**src/rtl/sr_median_decide.sv**
```systemverilog
// Median-based impulse-noise decision at the tail of the DBSNR sorting chain.
// Replaces a noisy centre pixel with the window median or the last emitted pixel.
module sr_median_decide #(
  parameter int W        = 10,
  parameter int N        = 9,
  parameter int NOISE_LO = 0,
  parameter int NOISE_HI = 1023
) (
  input  logic           clk,
  input  logic           reset,
  input  logic           in_valid,
  output logic           in_ready,
  input  logic [N*W-1:0] sorted,
  input  logic [W-1:0]   center,
  input  logic           flush,
  output logic           out_valid,
  input  logic           out_ready,
  output logic [W-1:0]   out_pix,
  output logic           out_noisy,
  output logic           window_full,
  output logic [15:0]    noisy_cnt,
  output logic           drop_err
);

  localparam int             MEDI     = (N - 1) / 2;
  localparam int             FW       = $clog2(N + 1);
  localparam logic [FW-1:0]  FILL_MAX = FW'(N);
  localparam logic [W-1:0]   MID      = {1'b1, {(W-1){1'b0}}};
  localparam logic [W-1:0]   LO       = W'(NOISE_LO);
  localparam logic [W-1:0]   HI       = W'(NOISE_HI);

  typedef struct packed {
    logic [W-1:0] pix;
    logic         noisy;
  } res_t;

  logic [FW-1:0] fill_cnt, fill_base, fill_nxt;
  logic [W-1:0]  prev_pix, prev_base, med;
  logic [15:0]   cnt_base, cnt_nxt;
  logic          accept, warm, center_clean, med_clean;
  res_t          dec;

  // Only the median entry drives the decision; the rest of the chain is ignored.
  logic unused_entries;
  assign unused_entries = ^{sorted[N*W-1:(MEDI+1)*W], sorted[MEDI*W-1:0]};

  always_comb begin
    in_ready     = !out_valid || out_ready;
    accept       = in_valid && in_ready;
    // A flush in the accept cycle makes this sample the first of a new frame.
    fill_base    = flush ? '0  : fill_cnt;
    prev_base    = flush ? MID : prev_pix;
    cnt_base     = flush ? '0  : noisy_cnt;
    med          = sorted[MEDI*W +: W];
    warm         = (fill_base != FILL_MAX);
    center_clean = (center > LO) && (center < HI);
    med_clean    = (med > LO) && (med < HI);
    dec          = '{pix: center, noisy: 1'b0};
    if (!warm && !center_clean) begin
      dec.noisy = 1'b1;
      dec.pix   = med_clean ? med : prev_base;
    end
    fill_nxt = (fill_base == FILL_MAX) ? FILL_MAX : fill_base + FW'(1);
    cnt_nxt  = cnt_base;
    if (accept && dec.noisy && (cnt_base != 16'hFFFF))
      cnt_nxt = cnt_base + 16'd1;
  end

  always_ff @(posedge clk or negedge reset) begin
    if (!reset) begin
      out_valid   <= 1'b0;
      out_pix     <= '0;
      out_noisy   <= 1'b0;
      window_full <= 1'b0;
      noisy_cnt   <= '0;
      drop_err    <= 1'b0;
      fill_cnt    <= '0;
      prev_pix    <= MID;
    end else begin
      if (accept) begin
        out_valid   <= 1'b1;
        out_pix     <= dec.pix;
        out_noisy   <= dec.noisy;
        prev_pix    <= dec.pix;
        fill_cnt    <= fill_nxt;
        window_full <= (fill_nxt == FILL_MAX);
      end else begin
        if (out_ready)
          out_valid <= 1'b0;
        if (flush) begin
          prev_pix    <= MID;
          fill_cnt    <= '0;
          window_full <= 1'b0;
        end
      end
      noisy_cnt <= cnt_nxt;
      if (in_valid && !in_ready)
        drop_err <= 1'b1;
    end
  end

endmodule

```
**config.mk**
```make
export PLATFORM = sky130hd
export DESIGN_NAME = sr_median_decide
export DESIGN_NICKNAME = d
export VERILOG_FILES = /design/src/rtl/sr_median_decide.sv
export SDC_FILE = /design/constraint.sdc
export NUM_CORES = 1
export LEC_CHECK = 0
export CORE_ASPECT_RATIO = 2
export CORE_MARGIN = 2
export CORE_UTILIZATION = 39
export CTS_CLUSTER_SIZE = 16
export DETAILED_ROUTE_END_ITERATION = 7
export HOLD_SLACK_MARGIN = 0.1
export PLACE_DENSITY_LB_ADDON = 0.1
export SLEW_MARGIN = 20
export SYNTH_ARGS = -nofsm -noshare
export SYNTH_HDL_FRONTEND = slang
export SYNTH_SLANG_ARGS = --single-unit
```
**constraint.sdc**
```tcl
create_clock -name clk -period 2.79 [get_ports clk]
set_clock_uncertainty 0.15 [all_clocks]
set_input_delay 0.6975 -clock clk [delete_from_list [all_inputs] [get_ports clk]]
set_output_delay 0.6975 -clock clk [all_outputs]
set_load 0.02 [all_outputs]
```
=== Word level (Yosys, flattened, before mapping) ===
Cells that the tools add are included.
W data, S select, Z words.

* Bits in registers: 44
* Input bits: 105
* Logic and storage cells: 45

* Add/sub/neg operators: 2
* Magnitude comparators: 4
* Equality and inequality tests: 4
* Multiplexer cells: 13
* Reduce and logical (&&, ||, !) cells: 14

{| class="wikitable"
|+ Operators by type and width
! kind !! number
|-
| $mux W16 || 2
|-
| $mux W10 || 3
|-
| $gt A10 B1 Y1 const B || 2
|-
| $lt A10 B10 Y1 const B || 2
|-
| $add A16 B1 Y16 const B || 1
|-
| $ne A16 B16 Y1 const B || 1
|-
| $mux W4 || 3
|-
| $mux W11 || 1
|-
| $eq A4 B4 Y1 const B || 2
|-
| $logic_and A1 B1 Y1 || 7
|-
| $add A4 B1 Y4 const B || 1
|-
| $logic_not A1 Y1 || 4
|-
| $mux W1 || 4
|-
| $ne A4 B4 Y1 const B || 1
|-
| $reduce_bool A2 Y1 || 2
|-
| $logic_or A1 B1 Y1 || 1
|}

=== Logic depth before layout (Yosys ltp) ===
Gate-level depths: netlist of the first run.

* Depth after elaboration: 8
* Gate-level depth with buffers: 9
* Gate-level depth less buffers: 7

=== Least setup slack after synthesis of the first run ===
Ideal clock, no wire load.

* Path kind: input-to-reg
* Start point: input flush
* End point: register noisy_cnt[12]
* Data arrival time: 2,592 ps
* Path slack: -28 ps
* Stages on the path: 8
* Buffers on the path: 1
* Path through: clkbuf_1 -> nor2b_1 -> ha_1 -> nand4_1 -> or2_1 -> or4_1 -> or4_1 -> o21ai_1

* Word-level cells in the longest chain between the ends: 8
* Elaborated cells between the ends (all ways): 11
* Classes of those cells: add/sub: 1; eq/ne: 2; mux: 4; reduce/logical: 4

{| class="wikitable"
|+ Ends and longest elaborated chain
! item !! RTL line !! RTL
|-
| from (decl) || 15 || <nowiki>input logic flush,</nowiki>
|-
| branches (longest 7 deep; another with $add A16 B1 Y16) || -- ||
|-
| $mux W16 * || 65 || <nowiki>if (accept && dec.noisy && (cnt_base != 16'hFFFF))</nowiki>
|-
| net cnt_nxt[12] || 39 || <nowiki>logic [15:0] cnt_base, cnt_nxt;</nowiki>
|-
| to (signal assigned) || 96 || <nowiki>noisy_cnt <= cnt_nxt;</nowiki>
|-
| to (decl) || 21 || <nowiki>output logic [15:0] noisy_cnt,</nowiki>
|}

Mark *: on every way through the listed nets, which the timed path passes.
A chain may end at the register's enable or synchronous reset.

=== Worst setup path in the final report of the first run ===
* Start point: input center[7]
* End point: register out_pix[3]

* Word-level cells in the longest chain between the ends: 5
* Elaborated cells between the ends (all ways): 6
* Classes of those cells: order compare: 2; mux: 1; reduce/logical: 3

{| class="wikitable"
|+ Ends and longest elaborated chain
! item !! RTL line !! RTL
|-
| from (decl) || 14 || <nowiki>input logic [W-1:0] center,</nowiki>
|-
| $gt A10 B1 Y1 or $lt A10 B10 Y1 (tied branches) || 56 || <nowiki>center_clean = (center > LO) && (center < HI);</nowiki>
|-
| $logic_and A1 B1 Y1 * || 56 ||
|-
| $logic_not A1 Y1 * || 59 || <nowiki>if (!warm && !center_clean) begin</nowiki>
|-
| $logic_and A1 B1 Y1 * || 59 ||
|-
| $mux W11 * || 59 ||
|-
| to (signal assigned) || 82 || <nowiki>out_pix <= dec.pix;</nowiki>
|-
| to (decl) || 18 || <nowiki>output logic [W-1:0] out_pix,</nowiki>
|}

Every way passes the cells marked *; elsewhere a longest branch is shown, timed or not.

==> out/metrics.yaml, run 1 <==
grt:
  grt.overflow.total: 0
  grtUsageTotal_pct: 21.9
  grt_first_pass_wirelength_mm: 11.5
  antenna_found_initial: 0
  grt_pass1_vias: 2527
  grt_max_degree: 45
critical_path:
  cp.arrival_ns: 2.69
  crit_chain: "clkdlybuf4s50_1, nand4_1, or3_1, a21o_1, buf_4, a2111oi_1, nor3_1"
  worstReg2RegEnd: "noisy_cnt[12]"
  r2r_slack_ns: 0.43
  crit_path_end_kind: "flop"
  cp_data_required_time_ns: 2.79
  cp_max_fo: 14
  reg2reg_depth: 7
  criticalPathCategory: "in -> reg"
  cpPeakStageDelay_ns: 0.53
  cp_slowest_cell: "clkdlybuf4s50_1"
  critPathLaunchType: "primary input"
  rr_startpoint: "noisy_cnt[0]"
die:
  die-area_sq_um: 6910
  rows: 40
  ios: 136
  die-width_microns: 59.8
  core_area_sq_um: 6010
  fp.dieH_microns: 116
  start_util_pct: 40.4
timing:
  relSlewSlack_pct: 69.3
  setup_viol: 0
  hold_violations: 0
  fin_crit_sh_pct: 96.6
  fmax_ghz: 0.371
  worstMarginPinSlew_ns: 0.457
  slew_violations: 0
  rsz0062_at_grt: "yes"
  holdWs_ns: 0.225
  layout_min_cycle_time_ns: 2.69
yosys:
  synth_flop_cell: "dfrtp_1"
  synth_top_cell_by_area: "dfrtp_1"
  synth-seq-area-share_pct: 45.4
  syn_nets: 366
  yosysTopAreaCellShare_pct: 44.3
  ys_seq_elements: 44
  avgSynthCellArea_sq_um: 9.34
  netlist_instances: 260
  yosysWarningCount: 0
  synthArstFlopShare_pct: 100
  synth.area.top_cells: "dfrtp_1, o211ai_1, nand2_1"
  synth_area_sq_um: 2430
  synthDistinctLibCells: 52
  synth_edf_count: 0
placed_design:
  port_buffers: 55
  dp_hpwl_mm: 5.18
  gp_congestion: 0.872
routing:
  wirelength_mm: 6.92
  drt_iter0_drc: 94
  avgRoutedWirePerCell_microns: 16.0
  drtPass1Iterations: 4
  vias: 2428
  vias_per_cell: 5.61
  ant_nets: 0
  drc: 0
clock_tree:
  cts_tree: "done"
  post-cts-setup-buffer-count: 0
  clk_pin_slew_worst_paths_ns: 0.06
  cts-buffers-inserted: 5
  clock_latency_ns: 0.29
  ctsHtreeMaxLevel: 2
  root_buffer: "clkbuf_16"
  cts_sinks: 44
  cts_buffer_depth: 2
pwr:
  p_leak_uw: 0.00158
  ir_worst_vdd_mv: 0.298
  powerDensity_nw_per_um2: 445
status:
  status: "complete, no violations"
final_layout:
  most-common-layout-cells: "buf_4, clkdlybuf4s50_1, dfrtp_1"
  insertedDiodeCount: 0
  syn_to_final_growth_pct: 50.5
  utilization_pct: 60.8
  fin_nets: 475
  drive_above_1_share_pct: 23.0
  layout_commonest_cell: "buf_4"
worst_hold_path:
  hp-class: "in -> async"
flow_run:
  drv_cap: 0
==> how the worst max path moves through the flow <==
stage,start,end,slack [ns]
after floorplan,flush,noisy_cnt[12],0.02
after global placement,flush,noisy_cnt[1],-0.36
after detailed placement,flush,noisy_cnt[12],-0.37
after CTS,out_ready,in_ready,0.03
after global routing,center[6],prev_pix[2],-0.02
final,center[7],out_pix[3],0.1
==> final cells by class <==
cell class                      count  area, sq um
Sequential cell                    44         1100
Inverter                            5         18.8
Fill cell                         561         2350
Timing Repair Buffer              115         1010
Multi-Input combinational cell    198         1270
Clock inverter                      3         42.5
Clock buffer                        5          125
Tap cell                           63         78.8
==> synth_stat cells (all sizes together), types with 2 or more instances <==
cell and count:
o211ai 15, mux2i 6, nand2 27, a21oi 11
nor3 10, nand4 15, clkbuf 7, nand2b 7
a211o 2, nor4 4, nand4b 2, dfrtp 43
nor2 18, o22ai 2, or2 2, xnor2 8
or4 3, mux2 2, a2111oi 3, buf 6
xor2 2, or3 4, nand3 17, inv 5
o21ai 3, and2 4, a211oi 4, nor2b 15
==> critical path: cells and delay by family <==
kind,cells,cell delay [ns]
and+or+nand+nor,3,0.69
AOI/OAI and AO/OA,2,0.58
buffers and inverters,2,0.72
==> metal layers <==
layer	vias to the layer above	GRT usage (%)	routed length, microns
met5	-	0	0
met4	0	11.6	255
met3	19	2.57	211
met2	53	39.6	3850
met1	1195	23.8	2600
li1	1161	-	-
==> timing repair <==
| action | in CTS | in global routing |
|---|---|---|
| endpoints found under the setup margin | 4 | 10 |
| gates resized for setup | 1 | 6 |
| hold buffers | 0 | 0 |
| gates cloned | 0 | 0 |
| pin swaps | 0 | 0 |
==> flip-flops by register name (all words and copies together), names as in the netlist <==
signal and count:
noisy_cnt 16, drop_err 1, window_full 1, out_valid 1, out_noisy 1, prev_pix 10, fill_cnt 4, out_pix 10
==> cell families after synthesis <==
group	count (synthesis)	share of synthesized area, %
AO/OA/AOI/OAI	46	13.1
flip-flops	44	45.4
multiplexers	8	3.56
buffers and inverters	18	3.20
XOR/XNOR	10	3.61
adder cells (fa/ha/maj)	1	0.515
AND/OR/NAND/NOR	133	30.6
==> per-stage QoR <==
step | setup TNS, ns | area, sq um | power (uW) | instances | setup WS [ns]
after global placement | -5.32 | 3460 | 962 | 425 | -0.360
after detailed placement | -5.35 | 3460 | 963 | 425 | -0.374
final | 0 | 3650 | 1620 | 433 | 0.0959
after CTS | 0 | 3630 | 1640 | 433 | 0.0282
after global routing | -0.0759 | 3650 | 1690 | 433 | -0.0246
after floorplan | 0 | 2430 | 804 | 260 | 0.0192
==> power by group <==
group | total, uW | internal (uW) | switching [uW] | leakage (uW)
Sequential | 693 | 675 | 18.3 | 0.000570
Combinational | 257 | 132 | 125 | 0.000926
Clock | 674 | 421 | 253 | 0.0000798
No activity file was read; power rests on OpenSTA's default activity.
==> run 2: changes to the inputs <==
Settings changed: CORE_MARGIN 2 to 4, CTS_CLUSTER_DIAMETER set to 150, SLEW_MARGIN 20 to unset.
==> run 2 against run 1 <==
Final cell count is 2.1% lower. Via count shrank 3.0%. Fmax decreased by 2.0%. Sequential power barely moved. Die area grew 10%. Global-route usage down 1.9 points. Non-clock buffer count is 8 lower. First-iteration DRC count down 29%. Clock-buffer cell count rose by 1. Critical path type is now in -> out.
==> out/metrics.yaml, run 2 (synthesis results as in run 1) <==
routing:
  drc: 0
  vias_per_cell: 5.55
  ant_nets: 0
  drtPass1Iterations: 4
  vias: 2355
  wirelength_mm: 7.18
  drt_iter0_drc: 67
  avgRoutedWirePerCell_microns: 16.9
final_layout:
  largest_reg_flops: 16
  top_register: "noisy_cnt"
  drive_above_1_share_pct: 21.6
  multi_input_area_sq_um: 1280
  layout_commonest_cell: "clkdlybuf4s50_1"
  fin_nets: 467
  insertedDiodeCount: 0
  syn_to_final_growth_pct: 46.9
  reg_top3: "noisy_cnt: 16 flops, out_pix: 10 flops, prev_pix: 10 flops"
  seqCellArea_sq_um: 1100
  post-route-cell-area_sq_um: 3570
  n_fill_cell: 532
  most-common-layout-cells: "clkdlybuf4s50_1, buf_4, dfrtp_1"
  utilization_pct: 59.4
clock_tree:
  cts_tree: "done"
  ctsHtreeMaxLevel: 2
  root_buffer: "clkbuf_16"
  holdBufCountCts: 0
  cts_buffer_depth: 2
  clk_pin_slew_worst_paths_ns: 0.06
  cts-buffers-inserted: 5
  cts_sinks: 44
  clock_latency_ns: 0.29
grt:
  antenna_found_initial: 0
  grt_max_degree: 25
  grt.overflow.total: 0
  grtUsageTotal_pct: 20.0
  grt_pass1_vias: 2495
  grt_first_pass_wirelength_mm: 11.8
die:
  start_util_pct: 40.4
  rows: 40
  die-width_microns: 63.8
  fp.dieH_microns: 120
  ios: 136
  core_area_sq_um: 6010
  die-area_sq_um: 7630
timing:
  slew_violations: 0
  relSlewSlack_pct: 60.7
  layout_min_cycle_time_ns: 2.75
  layout_setup_ws_ns: 0.0416
  fmax_ghz: 0.364
  fin_crit_sh_pct: 98.5
  rsz0062_at_grt: "no"
  setup_viol: 0
  hold_violations: 0
  worstMarginPinSlew_ns: 0.589
worst_hold_path:
  hp-class: "in -> async"
critical_path:
  worstReg2RegEnd: "noisy_cnt[12]"
  reg2reg_depth: 7
  rr_startpoint: "noisy_cnt[0]"
  crit_path_end_kind: "primary output"
  r2r_slack_ns: 0.43
  criticalPathCategory: "in -> out"
  critPathLaunchType: "primary input"
  cp_max_fo: 3
  cp_data_required_time_ns: 1.94
  cp-endpoint: "in_ready"
  cp-startpoint: "out_ready"
  cp.arrival_ns: 1.90
pwr:
  ir_worst_vdd_mv: 0.383
  total_power_uw: 1510
  p_leak_uw: 0.00152
  powerDensity_nw_per_um2: 424
placed_design:
  dp_hpwl_mm: 5.48
  gp_congestion: 0.827
  dp_slack_ns: -0.371
  port_buffers: 55
  place_area_sq_um: 3400
flow_run:
  drv_cap: 0
status:
  status: "complete, no violations"
run 2: report_power, final:
group	switching, uW	internal [uW]
combinational	126	128
clock	240	326
sequential	18.1	675
run 2: worst max-delay path, cell delays in order:
cell             delay (ns)
clkdlybuf4s50_1        0.45
nand2b_1               0.14
clkdlybuf4s50_1        0.62
run 2: worst min-delay path by stage:
stage / end / slack, ns / depth (start not counted)
after floorplan: drop_err / 0.25 / 0
after global placement: drop_err / 0.32 / 1
after detailed placement: drop_err / 0.32 / 1
after CTS: out_pix[0] / 0.27 / 1
after global routing: out_pix[1] / 0.29 / 1
final: out_pix[1] / 0.26 / 1
run 2: cell type report:
cell class / count / area share, %
inverters: 5 / 0.526
multi-input cells: 198 / 36.0
clock inverters: 1 / 0.140
clock buffers: 6 / 3.61
well taps: 63 / 2.21
repair buffers: 107 / 26.6
flip-flops and latches: 44 / 30.9
run 2: metal layers:
layer  vias up  part of all wire, %  GRT usage (%)
met1      1149                   38           21.0
met4         0                  2.4           8.93
met3        11                  3.2           4.03
met2        48                   56           36.9
met5         -                    0              0
li1       1147                    -              -
run 2: timing repair:
| action | 4_1_cts | 5_1_grt |
|---|---|---|
| setup endpoints to repair | 15 | 9 |
| setup buffers | 1 | 0 |
| gates resized for setup | 4 | 5 |
| pin swaps | 0 | 1 |
| hold endpoints to repair | 0 | 0 |
run 2: metrics by stage:
stage | setup TNS, ns | instances | hold WS (ns)
after floorplan | 0 | 260 | 0.252
after global placement | -7.92 | 416 | 0.317
after detailed placement | -8.09 | 416 | 0.319
after CTS | 0 | 424 | 0.270
after global routing | 0 | 424 | 0.290
final | 0 | 424 | 0.257
